==> config.mk <==
export PLATFORM = sky130hd
export DESIGN_NAME = pkt_tx_framer_flat
export DESIGN_NICKNAME = d
export VERILOG_FILES = /design/src/rtl/pkt_tx_framer_if.sv /design/src/rtl/pkt_tx_framer.sv /design/src/flat_wrapper.sv
export SDC_FILE = /design/constraint.sdc
export NUM_CORES = 1
export LEC_CHECK = 0
export CORE_MARGIN = 1
export CORE_UTILIZATION = 53
export CTS_CLUSTER_SIZE = 28
export DETAILED_ROUTE_END_ITERATION = 8
export GPL_TIMING_DRIVEN = 0
export PLACE_DENSITY = 0.82
export SYNTH_ARGS = -nofsm -noshare
export SYNTH_HDL_FRONTEND = slang
export SYNTH_SLANG_ARGS = --single-unit
==> constraint.sdc <==
create_clock -name clk -period 4.3 [get_ports clk]
set_input_delay 0.86 -clock clk [delete_from_list [all_inputs] [get_ports clk]]
set_output_delay 0.86 -clock clk [all_outputs]
set_load 0.02 [all_outputs]
==> src/rtl/pkt_tx_framer_if.sv <==
// pkt_tx_framer_if: snapshot request from the game logic and TX FIFO write-side signals
interface pkt_tx_framer_if #(parameter int X_W = 12, parameter int Y_W = 12);
  logic send_req;
  logic [X_W-1:0] pos_x;
  logic [Y_W-1:0] pos_y;
  logic [7:0] flags;
  logic tx_full;
  logic [7:0] w_data;
  logic wr_uart;
  logic busy;
  logic pkt_done;
  modport master(input send_req, pos_x, pos_y, flags, tx_full, output w_data, wr_uart, busy, pkt_done);
  modport slave(output send_req, pos_x, pos_y, flags, tx_full, input w_data, wr_uart, busy, pkt_done);
endinterface

==> src/rtl/pkt_tx_framer.sv <==
// pkt_tx_framer: serialises a position/flags snapshot into an 8-byte packet for the UART TX FIFO
module pkt_tx_framer #(
  parameter logic [7:0] HEADER = 8'hA5,
  parameter int X_W = 12,
  parameter int Y_W = 12
) (
  input logic clk,
  input logic rst,
  pkt_tx_framer_if.master bus
);
  typedef enum logic [1:0] {IDLE, SEND, DONE} state_t;
  state_t state_q, state_d;
  logic [2:0] idx_q, idx_d;
  logic [7:0] w_data_q, w_data_d, seq_q, seq_d;
  logic [7:0][7:0] buf_q, buf_d, cap;
  logic [X_W-1:0] px;
  logic [Y_W-1:0] py;
  logic [15:0] x16, y16;
  logic wr;
  assign px = bus.pos_x;
  assign py = bus.pos_y;
  assign x16 = 16'(px);
  assign y16 = 16'(py);
  // whole packet, checksum included, is frozen at capture so later input changes cannot leak in
  assign cap = {seq_q ^ x16[15:8] ^ x16[7:0] ^ y16[15:8] ^ y16[7:0] ^ bus.flags,
                bus.flags, y16[7:0], y16[15:8], x16[7:0], x16[15:8], seq_q, HEADER};
  assign wr = (state_q == SEND) && !bus.tx_full;
  assign bus.wr_uart = wr;
  assign bus.busy = state_q != IDLE;
  assign bus.pkt_done = state_q == DONE;
  assign bus.w_data = w_data_q;
  always_comb begin
    state_d = state_q;
    idx_d = idx_q;
    w_data_d = w_data_q;
    seq_d = seq_q;
    buf_d = buf_q;
    case (state_q)
      IDLE: if (bus.send_req) begin
        buf_d = cap;
        idx_d = 3'd0;
        w_data_d = HEADER;
        state_d = SEND;
      end
      SEND: if (wr) begin
        state_d = (idx_q == 3'd7) ? DONE : SEND;
        idx_d = idx_q + 3'd1;
        w_data_d = (idx_q == 3'd7) ? w_data_q : buf_q[idx_q + 3'd1];
      end
      DONE: begin
        seq_d = seq_q + 8'd1;
        state_d = IDLE;
      end
      default: state_d = IDLE;
    endcase
  end
  always_ff @(posedge clk) begin
    if (rst) begin
      state_q <= IDLE;
      idx_q <= 3'd0;
      w_data_q <= 8'h00;
      seq_q <= 8'h00;
    end else begin
      state_q <= state_d;
      idx_q <= idx_d;
      w_data_q <= w_data_d;
      seq_q <= seq_d;
    end
    buf_q <= buf_d;
  end
endmodule
==> src/flat_wrapper.sv <==
// flat-port wrapper written by rule: the top's interface ports become plain ports
module pkt_tx_framer_flat 
#(
  parameter logic [7:0] HEADER = 8'hA5,
  parameter int X_W = 12,
  parameter int Y_W = 12
)
  (clk, rst, bus_send_req, bus_pos_x, bus_pos_y, bus_flags, bus_tx_full, bus_w_data, bus_wr_uart, bus_busy, bus_pkt_done);
  pkt_tx_framer_if #(.X_W(X_W), .Y_W(Y_W)) bus_i ();
  input logic clk;
  input logic rst;
  input wire logic [$bits(bus_i.send_req)-1:0] bus_send_req;
  input wire logic [$bits(bus_i.pos_x)-1:0] bus_pos_x;
  input wire logic [$bits(bus_i.pos_y)-1:0] bus_pos_y;
  input wire logic [$bits(bus_i.flags)-1:0] bus_flags;
  input wire logic [$bits(bus_i.tx_full)-1:0] bus_tx_full;
  output wire logic [$bits(bus_i.w_data)-1:0] bus_w_data;
  output wire logic [$bits(bus_i.wr_uart)-1:0] bus_wr_uart;
  output wire logic [$bits(bus_i.busy)-1:0] bus_busy;
  output wire logic [$bits(bus_i.pkt_done)-1:0] bus_pkt_done;
  assign bus_i.send_req = bus_send_req;
  assign bus_i.pos_x = bus_pos_x;
  assign bus_i.pos_y = bus_pos_y;
  assign bus_i.flags = bus_flags;
  assign bus_i.tx_full = bus_tx_full;
  assign bus_w_data = bus_i.w_data;
  assign bus_wr_uart = bus_i.wr_uart;
  assign bus_busy = bus_i.busy;
  assign bus_pkt_done = bus_i.pkt_done;
  pkt_tx_framer #(.HEADER(HEADER), .X_W(X_W), .Y_W(Y_W)) u_core (.clk(clk), .rst(rst), .bus(bus_i));
endmodule
# After elaboration in Yosys (flattened, before gate mapping)
# Cells that the tools add are included.
dict set report totals {
  in_bits 36
  word_cells 47
  regBits 69
}
dict set report op_classes {
  order_cmp 1
  reduce_logical 9
  n_eq_ne 6
  bitwise_logic 5
  mux 13
  n_addsub 2
}
# cell count
set op_table {}
lappend op_table {{8-bit two-way mux} 4}
lappend op_table {{8-bit binary-select mux with 3-bit select} 1}
lappend op_table {{8-bit XOR} 3}
lappend op_table {{8-bit one-hot mux with 2 select lines} 1}
lappend op_table {{8-bit by 4-bit XOR with 8-bit output} 2}
lappend op_table {{8-bit by 1-bit adder with 8-bit output, second input constant} 1}
lappend op_table {{2-bit two-way mux} 3}
lappend op_table {{3-bit two-way mux} 2}
lappend op_table {{2-bit inequality test, second input constant} 3}
lappend op_table {{3-bit one-hot mux with 2 select lines} 1}
lappend op_table {{3-bit by 4-bit < comparator with 1-bit output, second input constant} 1}
lappend op_table {{2-bit one-hot mux with 2 select lines} 1}
lappend op_table {{2-bit AND reduction} 2}
lappend op_table {{4-bit AND reduction} 1}
lappend op_table {{2-bit nonzero test} 2}
lappend op_table {{3-bit by 1-bit adder with 3-bit output, second input constant} 1}
lappend op_table {{3-bit == test, second input constant} 1}
lappend op_table {{3-bit AND reduction} 1}
lappend op_table {{2-bit by 1-bit == test with 1-bit output, second input constant} 1}
lappend op_table {{2-bit == test, second input constant} 1}
lappend op_table {{2-bit zero test} 1}
lappend op_table {{1-bit logical AND} 1}
lappend op_table {{1-bit zero test} 1}

# Longest topological paths before layout
# Gate-level depths: netlist of the first run.
dict set report logic_depth {
  depth_word 6
  ltp_mapped 7
  mapped_depth_nobuf 6
}

# Worst setup path after synthesis of the first run
# OpenSTA, ideal clock, no wires.
dict set report synth_path {
  kind {in2reg}
  startpoint {input bus_send_req}
  endpoint {register u_core.buf_q[10] (netlist bit), enable pin}
  slack_ns 0.946
  t_arrival_ns 2.901
  t_required_ns 3.846
  cell_stages 2
  n_path_buf 0
  cell_sequence {inv_1 > nor2_1}
}
dict set report synth_via {
  elab_chain_len 1
}
# element line_no
set synth_rtl {}
lappend synth_rtl {{from (decl)} flat_wrapper.sv:12} ;# input wire logic [$bits(bus_i.send_req)-1:0] bus_send_req;
lappend synth_rtl {{2-bit AND reduction (no line)} --}
lappend synth_rtl {{to (signal assigned)} pkt_tx_framer.sv:69} ;# buf_q <= buf_d;
lappend synth_rtl {{to (decl)} pkt_tx_framer.sv:15} ;# logic [7:0][7:0] buf_q, buf_d, cap;
# No other way between the ends.
# A chain may end at the register's enable or synchronous reset.

# Final worst setup path of the first run
dict set report layout_path {
  startpoint {register u_core.state_q[1]}
  endpoint {output bus_pkt_done}
}
dict set report layout_via {
  elab_chain_len 1
}
# element line_no
set layout_rtl {}
lappend layout_rtl {{from (decl)} pkt_tx_framer.sv:12} ;# state_t state_q, state_d;
lappend layout_rtl {{from (signal assigned)} pkt_tx_framer.sv:64} ;# state_q <= state_d;
lappend layout_rtl {{2-bit == test} pkt_tx_framer.sv:30} ;# assign bus.pkt_done = state_q == DONE;
lappend layout_rtl {{to (decl)} flat_wrapper.sv:20} ;# output wire logic [$bits(bus_i.pkt_done)-1:0] bus_pkt_done;
# No other way between the ends.

==> summary.txt, run 1 <==
Status
  • Status: finished clean

Route
  • Via density: 5.55
  • Post-route DRC: 0
  • Post-Route WL: 5.89 mm
  • Routed len/inst: 16.4 µm
  • Met3 Routed Length: 269 µm
  • Antenna-violating nets left: 0
  • Via count: 1992
  • WL met1: 2.59 mm
  • DR top layer: met4
  • Iteration-0 DRC Markers: 158
  • Routed wl met2: 2.89 mm
  • Pre-Repair DR Iteration Count: 4

Worst setup path
  • Critical Path Fanout Max: 9
  • Critical Path Sink Type: output port
  • Critical path class: reg -> out
  • CP required: 3.44 ns
  • Cells along the critical path: nor2b_1 -> buf_2 -> clkdlybuf4s50_1
  • Buf/Inv on CP: 2
  • CP startpoint kind: register
  • Worst Path Arrival: 1.91 ns
  • CP delay by family, top: buffers and inverters
  • Slowest CP cell: clkdlybuf4s50_1
  • Critical path's largest stage delay: 0.63 ns

Floorplanning
  • Core area: 5510 µm²
  • Die area: 5990 µm²
  • Die Ht: 77.4 µm
  • Starting Density: 54.7%
  • Width of the die: 77.4 µm
  • Core Rows: 27
  • IO Pins: 47

Finish
  • Area of the multi-input gates: 1100 µm²
  • Ant. Diodes: 0
  • Area grow syn2layout: 23.5%
  • Filler instances: 409
  • Final Non-Filler Cells: 359
  • Storage element area: 1860 µm²
  • Layout cells sized above 1: 9.41%
  • Nets: 322

Clock tree
  • Setup bufs post-CTS: 0
  • Worst skew pair latency: 0.34 ns
  • CTS Buffer Depth: 2
  • Clock Sinks: 69
  • H-tree levels: 3
  • Worst-path clk slew: 0.07 ns
  • CTS Root Buffer Type: clkbuf_8
  • CTS resizes: 0
  • TritonCTS Buffers: 9
  • Hold bufs inserted after CTS: 0
  • CTS tree: yes

Placement
  • DP Cell Count: 344
  • Hpwl dp: 4.05 mm
  • RePlAce Congestion: 0.758
  • I/O Buffers: 44
  • Pre-CTS setup slack: 1.68 ns

Logic synthesis
  • EDFF count, synth: 48
  • XOR/XNOR share of the synthesized area: 11.3%
  • Cell Area, Synth: 3010 µm²
  • Yosys reg bits: 69
  • Synth top area share: 47.9%
  • Post-synth top cells: 48 x edfxtp_1, 25 x xnor2_1, 21 x dfxtp_1
  • Area contributors post-synth: edfxtp_1 48%, dfxtp_1 14%, xnor2_1 7.3%, xor2_1 4.1%, mux2i_1 4.0%
  • Count leader, synth: edfxtp_1
  • Synth Flop Type: edfxtp_1
  • Area fraction in and, or, nand and nor cells after synthesis: 9.76%
  • Asr flop ratio synth: 0%
  • Syn Nets: 266
  • Unique cell type count in the Yosys netlist: 39
  • Seq/Total Area, Yosys: 61.8%
  • Synth Area in Compound Gates: 6.90%
  • Mapped Avg Cell Area: 13.3 µm²
  • Largest family of logic cells by synthesized area: XOR/XNOR gates
  • Synth area leader: edfxtp_1
  • Synth Area in Adders: 1.25%
  • Multiplexer share of the synthesized area: 6.98%
  • Syn. warnings: 0
  • Mapped Cells: 227

Timing
  • Final Critical Period: 2.77 ns
  • Headroom to the max-slew limit: 58.7%
  • Fmax: 0.360 GHz
  • Slew @ Worst Pin: 0.618 ns
  • Setup ws final: 1.53 ns
  • Unrepaired setup endpoints after global routing: false
  • Post-Route Skew: 0.00688 ns
  • Hold_ws: 0.468 ns
  • Period utilization: 64.5%
  • Max-slew violation count: 0
  • Setup violations, final: 0
  • Final hold vios: 0

Power
  • Power Density: 369 nW/µm²
  • Max VDD drop: 0.000262 V
  • LEAKAGE: 1.27 nW

Min path
  • Hold Crit Class: reg -> reg

Global route
  • Initial antenna violation count: 0
  • Grt ovf: 0
  • Vias in the first global route: 1978
  • GRT Util Overall: 22.1%
  • Largest net degree at the start of global routing: 30
  • First-pass GRT wire length: 9.80 mm

Run
  • Max Cap Viol: 0
state kept, by name, summed over array words and instances (netlist names):
register / count
u_core.buf_q: 48
u_core.bus.w_data: 8
u_core.seq_q: 8
u_core.idx_q: 3
u_core.state_q: 2
cells by family (layout without fill, tap and decap cells):
logic type	count (synthesis)	after routing
flops	69	69
simple gates	56	56
xor+xnor	39	39
compound gates	29	29
mux	18	18
buf+inv	13	73
fa+ha+maj	3	3
worst reg2reg max path, cell delays in order (launching register included):
cell and delay (ns):
dfxtp_1 0.37, ha_1 0.22, ha_1 0.40, clkbuf_1 0.46, nand4_1 0.16, o311ai_0 0.17
a22o_1 0.21
routing by layer:
metal | vias up | global-route usage (%)
li1 | 954 | -
met4 | 0 | 13.8
met2 | 59 | 34.4
met3 | 14 | 4.12
met5 | - | 0
met1 | 965 | 28.6
placed cells by master (no fill, tap or decap), drive strengths merged, types with 5 or more instances in the layout:
cell,instances
nand2b,5
xor2,14
clkdlybuf4s50,44
nand4,6
a21oi,5
nor3,6
clkbuf,17
dfxtp,21
buf,7
xnor2,25
edfxtp,48
nor2,20
mux2i,12
final timing paths:
check	depth (start not counted)	startpoint	slack, ns	end
max	3	u_core.state_q[1]	1.53	bus_pkt_done
min	1	u_core.bus.w_data[3]	0.47	u_core.bus.w_data[3]
max reg2reg	6	u_core.idx_q[0]	2.26	u_core.bus.w_data[4]
min reg2reg	1	u_core.bus.w_data[3]	0.47	u_core.bus.w_data[3]
area by class of cell:
| cell class | instances | area share [%] |
|---|---|---|
| sequential | 69 | 50.1 |
| clock buffer | 12 | 3.63 |
| inverter | 2 | 0.202 |
| buffer | 11 | 1.38 |
| timing repair buffer | 45 | 12.4 |
| multi-input combinational | 145 | 29.5 |
| clock inverter | 3 | 0.370 |
| tap | 72 | 2.42 |
power breakdown:
part           total, mW  switching (mW)  leakage, nW  internal (mW)
Combinational      0.177          0.0844        0.565         0.0925
Sequential         0.765          0.0126        0.631          0.753
Clock              0.431           0.228       0.0776          0.203
Total               1.37           0.325         1.27           1.05
through the flow:
step / cell area (µm²) / utilization, % / power (mW) / TNS (ns)
floorplan: 3010 / - / 0.881 / 0
global placement: 3540 / 64.3 / 0.948 / -13.44
detailed placement: 3570 / 64.8 / 0.957 / 0
CTS: 3720 / 67.5 / 1.38 / 0
global route: 3720 / 67.5 / 1.43 / 0
finish: 3720 / 67.5 / 1.37 / 0
Note: power is estimated with default switching activity, not from simulation.
==> inputs of run 2 (changes only) <==
CORE_UTILIZATION = 48   (was 53)
PLACE_DENSITY = 0.78   (was 0.82)
clock period = 2.3 ns   (was 4.3 ns; I/O delays follow)
==> summary.txt, run 2 (synthesized netlist as in run 1, its figures left out) <==
Status
  • Status: finished clean (unchanged)

Clock tree
  • TritonCTS Buffers: 9 (unchanged)
  • Hold bufs inserted after CTS: 0 (unchanged)
  • H-tree levels: 3 (unchanged)
  • CTS Buffer Depth: 2 (unchanged)
  • CTS tree: yes (unchanged)
  • Clock Sinks: 69 (unchanged)
  • Worst-path clk slew: 0.07 ns (about the same)
  • CTS Root Buffer Type: clkbuf_8 (unchanged)
  • Worst skew pair latency: 0.33 ns (was 0.34 ns)

Worst setup path
  • Cells along the critical path: nand2b_1 -> nor2_1 -> clkdlybuf4s50_1 (was nor2b_1 -> buf_2 -> clkdlybuf4s50_1)
  • Slowest CP cell: clkdlybuf4s50_1 (unchanged)
  • Critical Path Source: u_core.state_q[0] (was u_core.state_q[1])
  • CP delay by family, top: buffers and inverters (unchanged)
  • Critical path class: reg -> out (unchanged)
  • Reg2reg start: u_core.state_q[1] (was u_core.idx_q[0])
  • Buf/Inv on CP: 1 (was 2)
  • Critical path's largest stage delay: 0.60 ns (was 0.63 ns)
  • Critical Path Fanout Max: 10 (was 9)
  • Critical Path Sink Type: output port (unchanged)
  • Worst Path Arrival: 1.70 ns (was 1.91 ns)
  • CP startpoint kind: register (unchanged)
  • CP required: 1.84 ns (was 3.44 ns)

Finish
  • Area grow syn2layout: 23.0% (was 23.5%)
  • Nets: 321 (was 322)
  • Final Non-Filler Cells: 362 (was 359)
  • Max reg flops: 48 (unchanged)
  • Top reg by flops: u_core.buf_q (unchanged)
  • Ant. Diodes: 0 (unchanged)
  • Most common cell after layout, fill and taps aside: edfxtp_1 (unchanged)
  • Layout cells sized above 1: 8.71% (was 9.41%)
  • Most frequent cells in the layout: 48 x edfxtp_1, 43 x clkdlybuf4s50_1, 25 x xnor2_1 (was 48 x edfxtp_1, 44 x clkdlybuf4s50_1, 25 x xnor2_1)

Global route
  • Grt ovf: 0 (unchanged)
  • Initial antenna violation count: 0 (unchanged)
  • First-pass GRT wire length: 8.79 mm (was 9.80 mm)
  • Largest net degree at the start of global routing: 49 (was 30)
  • Vias in the first global route: 1905 (was 1978)
  • GRT Util Overall: 18.6% (was 22.1%)

Route
  • Via count: 1958 (was 1992)
  • Post-route DRC: 0 (unchanged)
  • Routed len/inst: 15.2 µm (was 16.4 µm)
  • Antenna-violating nets left: 0 (unchanged)
  • Iteration-0 DRC Markers: 89 (was 158)
  • Pre-Repair DR Iteration Count: 4 (unchanged)
  • Via density: 5.41 (was 5.55)
  • Post-Route WL: 5.52 mm (was 5.89 mm)

Floorplanning
  • Die area: 6600 µm² (was 5990 µm²)
  • Core area: 5990 µm² (was 5510 µm²)
  • Starting Density: 50.3% (was 54.7%)
  • Core Rows: 28 (was 27)
  • IO Pins: 47 (unchanged)
  • Die Ht: 81.2 µm (was 77.4 µm)
  • Width of the die: 81.2 µm (was 77.4 µm)

Placement
  • DP Cell Count: 346 (was 344)
  • I/O Buffers: 44 (unchanged)
  • RePlAce Congestion: 0.722 (was 0.758)
  • Pre-CTS setup slack: -0.191 ns (was 1.68 ns)
  • Hpwl dp: 3.92 mm (was 4.05 mm)

Timing
  • Fmax: 0.463 GHz
  • Headroom to the max-slew limit: 14.8% (was 58.7%)
  • Setup ws final: 0.141 ns (was 1.53 ns)
  • Hold_ws: 0.424 ns (was 0.468 ns)
  • Period utilization: 93.9%
  • Setup violations, final: 0 (unchanged)
  • Unrepaired setup endpoints after global routing: false (unchanged)
  • Slew @ Worst Pin: 1.28 ns (was 0.618 ns)
  • Final Critical Period: 2.16 ns
  • Max-slew violation count: 0 (unchanged)
  • Post-Route Skew: 0.00652 ns (was 0.00688 ns)
  • Final hold vios: 0 (unchanged)

Power
  • Max VDD drop: 0.000359 V (was 0.000262 V)
  • LEAKAGE: 1.27 nW (about the same)
  • Power Density: 688 nW/µm² (was 369 nW/µm²)

Run
  • Max Cap Viol: 0 (unchanged)

Min path
  • Hold Crit Class: in -> reg (was reg -> reg)
  • HP Start: rst (was u_core.bus.w_data[3])
## run 2: cell count changes in the layout (fill, tap and decap cells not counted), sizes merged
cell,delta
clkdlybuf4s50,-1
buf,-1
dlygate4sd2,+1
clkbuf,+1
## run 2: path summary, 6_finish.rpt
kind / end / slack, ns / depth (start not counted)
max: bus_wr_uart / 0.14 / 3
max reg2reg: u_core.buf_q[55] / 0.20 / 2
min: u_core.bus.w_data[2] / 0.42 / 2
min reg2reg: u_core.bus.w_data[3] / 0.48 / 1
## run 2: per-layer routing
| metal | vias up | GRT usage (%) | part of all wire (%) |
|---|---|---|---|
| met5 | - | 0 | 0 |
| met4 | 0 | 8.39 | 1.5 |
| met3 | 9 | 5.06 | 4.6 |
| met2 | 53 | 30.8 | 50 |
| met1 | 940 | 22.5 | 44 |
| li1 | 956 | - | - |
## run 2: area by class of cell
type / instances / area, µm²
plain buffers: 11 / 51.3
clock buffers: 13 / 139
clock inverters: 3 / 12.5
fillers: 469 / 2290
inverters: 2 / 7.51
multi-input cells: 145 / 1100
flip-flops and latches: 69 / 1860
well taps: 75 / 93.8
repair buffers: 44 / 439
## run 2: power by group
part,total (mW),internal [mW],switching [mW]
logic,0.321,0.168,0.152
registers,1.43,1.41,0.0229
clock network,0.796,0.384,0.412
## run 2: repair_timing
item,in CTS,in global routing
setup buffers,0,0
setup endpoints to repair,1,0
gates resized for setup,1,0
## run 2: through the flow
| step | area [µm²] | TNS (ns) | power [mW] | utilization, % |
|---|---|---|---|---|
| finish | 3700 | 0 | 2.55 | 61.8 |
| global route | 3700 | 0 | 2.66 | 61.8 |
| CTS | 3700 | 0 | 2.56 | 61.8 |
| detailed placement | 3550 | -9.04 | 1.78 | 59.3 |
| global placement | 3550 | -6.99 | 1.77 | 59.3 |
| floorplan | 3020 | 0 | 1.65 | - |
==> inputs of run 3 (changes only) <==
CORE_ASPECT_RATIO = 0.5   (was default)
==> summary.txt, run 3 (synthesized netlist as in run 1, its figures left out) <==
Status
  • Status: finished clean (unchanged)

Global route
  • Grt ovf: 0 (unchanged)
  • First-pass GRT wire length: 9.69 mm (was 8.79 mm)
  • GRT Util Overall: 20.2% (was 18.6%)
  • Initial antenna violation count: 0 (unchanged)
  • Vias in the first global route: 2022 (was 1905)
  • Largest net degree at the start of global routing: 49 (unchanged)

Power
  • LEAKAGE: 1.36 nW (was 1.27 nW)
  • Power Density: 855 nW/µm² (was 688 nW/µm²)
  • Psw: 0.680 mW (was 0.587 mW)
  • Sw Share: 20.3% (was 23.0%)
  • Logic pwr share: 9.8% (was 12.6%)
  • Max VDD drop: 0.000412 V (was 0.000359 V)
  • Clock share of power: 47.3% (was 31.2%)
  • Power, Total: 3.34 mW (was 2.55 mW)
  • Internal Power: 2.66 mW (was 1.96 mW)
  • Register share of total power: 42.9% (was 56.2%)

Worst setup path
  • Critical path class: in -> reg (was reg -> out)
  • Buf/Inv on CP: 2 (was 1)
  • Critical Path Fanout Max: 48 (was 10)
  • CP delay by family, top: simple AND/OR/NAND/NOR gates (was buffers and inverters)
  • Slowest CP cell: nor2_4 (was clkdlybuf4s50_1)
  • Worst Path Arrival: 2.08 ns (was 1.70 ns)
  • Critical path's largest stage delay: 1.00 ns (was 0.60 ns)
  • CP startpoint kind: input pin (was register)
  • Cells along the critical path: clkdlybuf4s50_1 -> inv_1 -> nor2_4 (was nand2b_1 -> nor2_1 -> clkdlybuf4s50_1)
  • CP required: 2.23 ns (was 1.84 ns)
  • Critical Path Sink Type: register (was output port)

Timing
  • Final hold vios: 0 (unchanged)
  • Hold_ws: 0.443 ns (was 0.424 ns)
  • Fmax: 0.466 GHz (was 0.463 GHz)
  • Setup violations, final: 0 (unchanged)
  • Final Critical Period: 2.15 ns (was 2.16 ns)
  • Period utilization: 93.4% (was 93.9%)
  • Headroom to the max-slew limit: 11.6% (was 14.8%)
  • Unrepaired setup endpoints after global routing: false (unchanged)
  • Max-slew violation count: 0 (unchanged)
  • Slew @ Worst Pin: 1.32 ns (was 1.28 ns)
  • Final TNS setup: 0 ns (unchanged)
  • Post-Route Skew: 0.00514 ns (was 0.00652 ns)
  • Setup ws final: 0.153 ns (was 0.141 ns)

Finish
  • Top reg by flops: u_core.buf_q (unchanged)
  • Max reg flops: 48 (unchanged)
  • Filler instances: 425 (was 469)
  • Storage element area: 1860 µm² (unchanged)
  • Nets: 321 (unchanged)
  • Final Non-Filler Cells: 371 (was 362)
  • Area of the multi-input gates: 1100 µm² (unchanged)
  • Most common cell after layout, fill and taps aside: edfxtp_1 (unchanged)
  • Layout cells sized above 1: 10.5% (was 8.71%)
  • Ant. Diodes: 0 (unchanged)
  • Most frequent cells in the layout: 48 x edfxtp_1, 43 x clkdlybuf4s50_1, 25 x xnor2_1 (unchanged)
  • Area grow syn2layout: 29.9% (was 23.0%)

Clock tree
  • Setup bufs post-CTS: 0 (unchanged)
  • CTS Buffer Depth: 2 (unchanged)
  • CTS tree: yes (unchanged)
  • Clock Sinks: 69 (unchanged)
  • CTS Root Buffer Type: clkbuf_16 (was clkbuf_8)
  • H-tree levels: 3 (unchanged)
  • TritonCTS Buffers: 9 (unchanged)
  • Worst-path clk slew: 0.05 ns (was 0.07 ns)
  • Worst skew pair latency: 0.33 ns (about the same)

Route
  • Routed len/inst: 16.2 µm (was 15.2 µm)
  • Post-route DRC: 0 (unchanged)
  • Pre-Repair DR Iteration Count: 4 (unchanged)
  • Via count: 2014 (was 1958)
  • Iteration-0 DRC Markers: 159 (was 89)
  • Post-Route WL: 6.01 mm (was 5.52 mm)
  • Antenna-violating nets left: 0 (unchanged)
  • Via density: 5.43 (was 5.41)

Floorplanning
  • Die area: 6610 µm² (was 6600 µm²)
  • Core Rows: 19 (was 28)
  • Die Ht: 58.0 µm (was 81.2 µm)
  • IO Pins: 47 (unchanged)
  • Core area: 5750 µm² (was 5990 µm²)
  • Starting Density: 52.3% (was 50.3%)
  • Width of the die: 114 µm (was 81.2 µm)

Placement
  • RePlAce Congestion: 0.781 (was 0.722)
  • DP Cell Count: 355 (was 346)
  • I/O Buffers: 44 (unchanged)
  • Hpwl dp: 4.15 mm (was 3.92 mm)
  • Pre-CTS setup slack: -0.233 ns (was -0.191 ns)

Min path
  • Hold Crit Class: in -> reg (unchanged)

Run
  • Max Cap Viol: 0 (unchanged)
## run 3: changes by cell type in the layout (fill, tap and decap cells not counted), sizes merged
cell	change
clkinvlp	+1
clkinv	-1
clkbuf	-3
bufinv	+3
## run 3: final timing paths
check / startpoint / end / slack (ns) / cells past startpoint
setup reg to reg: u_core.state_q[1] / u_core.buf_q[60] / 0.16 / 2
setup / recovery: bus_send_req / u_core.buf_q[60] / 0.15 / 3
hold / removal: rst / u_core.bus.w_data[2] / 0.44 / 2
hold reg to reg: u_core.bus.w_data[1] / u_core.bus.w_data[1] / 0.49 / 1
## run 3: through the flow
stage	utilization, %	area, µm²
floorplan	-	3020
global placement	62.0	3560
detailed placement	62.0	3560
CTS	68.0	3910
global route	68.0	3910
finish	68.0	3910
## run 3: what timing repair did
action                     CTS  global route
gates resized for setup      1             0
setup endpoints to repair    1             0
hold buffers                 0             0
## run 3: routing by layer
layer / GRT usage (%) / vias to the layer above / part of all wire, % / routed length (µm)
met2: 33.2 / 71 / 48 / 2870
met3: 7.43 / 6 / 8.1 / 488
li1: - / 954 / - / -
met1: 25.9 / 983 / 44 / 2620
met4: 5.01 / 0 / 0.52 / 31
met5: 0 / - / 0 / 0
## run 3: area by class of cell
class | count | area share [%]
repair buffers | 44 | 11.2
multi-input cells | 145 | 28.1
clock buffers | 10 | 6.11
flip-flops and latches | 69 | 47.6
plain buffers | 11 | 1.31
clock inverters | 6 | 2.81
inverters | 2 | 0.192
well taps | 84 | 2.69
## run 3: power groups by stage
| stage | Combinational [mW] | Sequential (mW) | Clock, mW |
|---|---|---|---|
| after global routing | 0.354 | 1.44 | 1.66 |
| final | 0.328 | 1.43 | 1.58 |
| after CTS | 0.331 | 1.43 | 1.60 |
| after floorplan | 0.183 | 1.46 | 0 |
| after global placement | 0.318 | 1.46 | 0 |
| after detailed placement | 0.326 | 1.46 | 0 |
==> RTL change 1 (flow settings as in run 1) <==
`X_W` is set to 12 in 3 places; all go to 8.
--- a/src/rtl/pkt_tx_framer_if.sv
+++ b/src/rtl/pkt_tx_framer_if.sv
@@ -1,4 +1,4 @@
 // pkt_tx_framer_if: snapshot request from the game logic and TX FIFO write-side signals
-interface pkt_tx_framer_if #(parameter int X_W = 12, parameter int Y_W = 12);
+interface pkt_tx_framer_if #(parameter int X_W = 8, parameter int Y_W = 12);
   logic send_req;
   logic [X_W-1:0] pos_x;
--- a/src/rtl/pkt_tx_framer.sv
+++ b/src/rtl/pkt_tx_framer.sv
@@ -2,5 +2,5 @@
 module pkt_tx_framer #(
   parameter logic [7:0] HEADER = 8'hA5,
-  parameter int X_W = 12,
+  parameter int X_W = 8,
   parameter int Y_W = 12
 ) (
--- a/src/flat_wrapper.sv
+++ b/src/flat_wrapper.sv
@@ -3,5 +3,5 @@
 #(
   parameter logic [7:0] HEADER = 8'hA5,
-  parameter int X_W = 12,
+  parameter int X_W = 8,
   parameter int Y_W = 12
 )
Interface: changed (resized bus_pos_x); port bits go from 47 to 43. No check against the original RTL was run, so the function may have changed too.
==> RTL change 1 against run 1 <==
  * Power increased by 0.35%
  * Clock power rose by 16%
  * Synthesized area shrank 6.2%
  * Setup slack worse by 0.34 ns
  * Cell area down 4.6%
  * Synthesized cell count fell by 4.8%
  * Sequential cell count fell by 4
  * Wire length shrank 11%
  * Critical endpoint is now bus_wr_uart
  * Largest power group unchanged
==> RTL change 1: results (changes against run 1) <==
status=finished, final reports clean; post_cts resized=0 (unchanged); Top FF cell, synth=edfxtp_1; length of the first detailed-routing pass in iterations=4 (unchanged); Via density=5.30 (-4.4%); crit start category=input port; DPL Wire Length=3730 um (-7.8%); final std cells w/o fill=345 (-3.9%); fillers=384 (-6.1%); top cells by area, synth=edfxtp_1, dfxtp_1, xnor2_1; reg2reg setup slack=2.10 ns (-0.16 ns); DRT iter0 DRCs=162 (+2.5%); maximum number of pins on one net before global-route repair=30 (unchanged); clock skew=0.00539 ns (-0.00150 ns); PortBufs=42 (-4.5%); Total Wirelength=5240 um (-11%); cell count after synthesis=216 (-4.8%); Leak=1.24 nW (-2.7%); RR Endpoint=u_core.bus.w_data[0]; layout cells sized above 1=9.09% (-0.32 points); Post-Place Cells=329 (-4.4%); Hold Startpoint=u_core.bus.w_data[6]; reg2reg start=u_core.idx_q[0]; Most flops, register=u_core.buf_q; Hold Path End=u_core.bus.w_data[6]; final-stage net count=305 (-5.3%); Ys Warns=0 (unchanged); syn nets=251 (-5.6%); worst-skew pair later-pin latency=0.34 ns (about the same); R2R depth=6 (unchanged); synth unique cells=39 (unchanged); vias in the first global route=1,758 (-11%); Synth top cells by count=edfxtp_1, xnor2_1, dfxtp_1; Max FO, Critical Path=8 (-1); register area share after synthesis=61.6% (-0.17 points); initial antenna violation count=0 (unchanged); post-place setup slack=1.21 ns (-0.464 ns); Worst VDD drop=0.000197 V (-25%); Max clock buf depth=2 (unchanged); gr usage total=20.9% (-1.2 points); Antenna Diode Count=0 (unchanged); Post-synth EDFFs=44 (-8.3%); fraction of registers with async set or reset after synthesis=0% (unchanged); first-pass GRT wire length=8160 um (-17%); Slew headroom=63.7% (+5.0 points); global placement routability congestion=0.776 (+2.3%); Largest register FFs=44 (-8.3%)
-- RTL change 1: power breakdown --
group	leakage (nW)	total, mW	switching, mW	internal, mW
clock network	0.0954	0.501	0.222	0.279
registers	0.593	0.716	0.00984	0.706
logic	0.550	0.161	0.0770	0.0837
-- RTL change 1: cell families after synthesis --
group,Yosys count,synth area share [%]
multiplexers,12,5.62
adder cells (fa/ha/maj),3,1.33
buffers and inverters,15,2.13
flip-flops,65,61.6
XOR/XNOR,35,10.9
AO/OA/AOI/OAI,30,7.35
AND/OR/NAND/NOR,56,11.1
-- RTL change 1: worst max-delay path by stage --
| stage | from | to | slack, ns |
|---|---|---|---|
| floorplan | bus_send_req | u_core.buf_q[10] | 1.05 |
| global placement | bus_send_req | u_core.buf_q[49] | -0.09 |
| detailed placement | bus_tx_full | bus_wr_uart | 1.21 |
| CTS | bus_tx_full | bus_wr_uart | 1.20 |
| global route | bus_tx_full | bus_wr_uart | 1.10 |
| finish | bus_tx_full | bus_wr_uart | 1.19 |
-- RTL change 1: critical path: stages --
cell	delay [ns]
clkdlybuf4s50_1	0.54
nor3b_1	0.23
clkdlybuf4s50_1	0.63
-- RTL change 1: per-layer routing --
layer / part of all wire [%] / wire, um / vias to the layer above / track usage (%)
met5: 0 / 0 / - / 0
met4: 2.4 / 127 / 0 / 13.4
met3: 5.8 / 305 / 11 / 4.42
met2: 48 / 2530 / 65 / 33.7
met1: 43 / 2280 / 845 / 25.6
li1: - / - / 909 / -
-- RTL change 1: cell type report --
| cell class | count | area, um^2 | area share [%] |
|---|---|---|---|
| Timing Repair Buffer | 43 | 440 | 12.4 |
| Inverter | 3 | 11.3 | 0.317 |
| Buffer | 12 | 48.8 | 1.38 |
| Multi-Input combinational cell | 136 | 1030 | 29.1 |
| Clock inverter | 4 | 42.5 | 1.20 |
| Clock buffer | 12 | 145 | 4.09 |
| Tap cell | 70 | 87.6 | 2.47 |
| Sequential cell | 65 | 1740 | 49.1 |
-- RTL change 1: stage by stage --
stage / power (mW) / hold slack, ns / area, um^2 / utilization (%)
final: 1.38 / 0.451 / 3550 / 69.5
after global routing: 1.42 / 0.471 / 3550 / 69.5
after CTS: 1.38 / 0.457 / 3550 / 69.5
after detailed placement: 0.890 / 0.441 / 3360 / 65.8
after global placement: 0.883 / 0.432 / 3330 / 65.3
after floorplan: 0.820 / 0.457 / 2830 / -
==> RTL change 2 (flow settings as in run 1) <==
Made on the original files. Re-encode `state_t` (3 states) as one-hot, 3 bits wide.
--- a/src/rtl/pkt_tx_framer.sv
+++ b/src/rtl/pkt_tx_framer.sv
@@ -9,5 +9,5 @@
   pkt_tx_framer_if.master bus
 );
-  typedef enum logic [1:0] {IDLE, SEND, DONE} state_t;
+  typedef enum logic [2:0] {IDLE = 3'b001, SEND = 3'b010, DONE = 3'b100} state_t;
   state_t state_q, state_d;
   logic [2:0] idx_q, idx_d;
Function: same outputs for any inputs over 10 cycles, from zero or initial values and one cycle with rst high; not proved beyond that.
==> RTL change 2 against run 1 <==
  * Largest power group unchanged
  * Wire length rose by 3.8%
  * Setup slack got worse by 0.78 ns
  * Count of clock-buffer cells in the layout increased by 1
  * Synthesized area grew 1.7%
  * Hold slack barely moved
  * Power increased by 8.8%
  * Cell area increased by 4.0%
  * Non-clock buffer count grew 2
  * Clock power up 27%
  * Sequential share of layout area shrank 1.4 points
  * Highest routed layer unchanged
  * Global-route usage is 1.0 points higher
  * Sequential cell count increased by 1
==> RTL change 2: results (changes against run 1) <==
Most flops, register=u_core.buf_q; hold path cells=1 (unchanged); Placement Cell Area=3650 um^2 (+2.4%); R2R depth=6 (unchanged); clock root buffer=clkbuf_8; worst-skew pair later-pin latency=0.34 ns (about the same); DPL Wire Length=4330 um (+6.8%); top cells by area, synth=edfxtp_1, dfxtp_1, xnor2_1; length of the first detailed-routing pass in iterations=4 (unchanged); via count=1,985 (-0.35%); post_cts resized=0 (unchanged); Hold Path End=u_core.bus.w_data[3]; reg2reg setup slack=2.15 ns (-0.11 ns); initial antenna violation count=0 (unchanged); Largest register FFs=48 (unchanged); Worst-path clk slew=0.07 ns (about the same); layout cells sized above 1=13.9% (+4.5 points); Setup Fix Bufs, Post-CTS=0 (unchanged); CTS Buf Count=9 (unchanged); DRT iter0 DRCs=127 (-20%); Hold Startpoint=u_core.bus.w_data[3]; hold slack=0.468 ns (+0.000383 ns); global placement routability congestion=0.788 (+4.0%); worst hold path type=reg -> reg; Synth top cells by count=edfxtp_1, xnor2_1, dfxtp_1; syn nets=262 (-1.5%); Post-synth EDFFs=48 (unchanged); post-place setup slack=0.758 ns (-0.920 ns); Post-Place Cells=343 (-0.29%); Total Wirelength=6110 um (+3.8%); Synth Area per Inst=13.7 um^2 (+3.5%); gr usage total=23.1% (+1.0 points); FMAX=0.281 GHz (-22%); Max clock buf depth=2 (unchanged); Ys Warns=0 (unchanged); maximum number of pins on one net before global-route repair=18 (-40%); Via density=5.53 (-0.35%); clock skew=0.00454 ns (-0.00235 ns); synth unique cells=44 (+13%); fraction of registers with async set or reset after synthesis=0% (unchanged); H-tree levels=3 (unchanged); register area share after synthesis=61.5% (-0.36 points); status=finished, final reports clean; reg2reg start=u_core.idx_q[0]; Int Power=1.17 mW (+12%); Leak=1.31 nW (+2.9%); RR Endpoint=u_core.bus.w_data[6]; Worst EP arrival=2.70 ns (+0.79 ns); PortBufs=45 (+2.3%); first-pass GRT wire length=10,200 um (+3.7%); Antenna Diode Count=0 (unchanged); Max FO, Critical Path=6 (-3); Worst VDD drop=0.000170 V (-35%); crit path from=bus_tx_full; final-stage net count=321 (-0.31%); Setup crit end=bus_wr_uart; Slew @ Worst Pin=0.729 ns (+0.111 ns)
==> RTL change 2: cell count changes in the layout (fill, tap and decap cells not counted), sizes merged, moves of 3 or more <==
| cell | run 1 | this run |
|---|---|---|
| buf | 7 | 11 |
| nor2 | 20 | 17 |
| o21ai | 4 | 7 |
| nor3b | 0 | 3 |
| nor3 | 6 | 3 |
==> RTL change 2: power groups by stage <==
stage | combinational [mW] | sequential (mW) | clock (mW)
floorplan | 0.0824 | 0.801 | 0
global placement | 0.148 | 0.799 | 0
detailed placement | 0.160 | 0.799 | 0
CTS | 0.161 | 0.784 | 0.556
global route | 0.173 | 0.788 | 0.583
finish | 0.160 | 0.785 | 0.549
==> RTL change 2: area by class of cell <==
type                       instances  area [um^2]
sequential                        70         1880
fill                             403         1670
multi-input combinational        141         1140
timing repair buffer              48          488
clock buffer                      13          169
tap                               72         90.1
buffer                            10         47.5
clock inverter                     3         42.5
inverter                           2         7.51
==> RTL change 2: cells by family after synthesis <==
| kind of cell | share of synthesized area [%] |
|---|---|
| XOR/XNOR | 11.2 |
| flip-flops | 61.5 |
| AO/OA/AOI/OAI | 8.13 |
| AND/OR/NAND/NOR | 9.77 |
| multiplexers | 6.46 |
| adder cells (fa/ha/maj) | 1.23 |
| buffers and inverters | 1.80 |
==> RTL change 2: layer usage <==
layer	up-vias	routed length, um	share of wire, %	GRT usage, %
met5	-	0	0	0
met4	0	153	2.5	15.2
met3	12	261	4.3	4.94
met2	51	3030	49	35.8
met1	969	2670	44	29.3
li1	953	-	-	-
==> RTL change 2: worst max-delay path: stages <==
cell	delay, ns
clkdlybuf4s50_1	0.46
or4b_1	0.48
buf_2	0.20
inv_2	0.09
clkdlybuf4s50_1	0.60
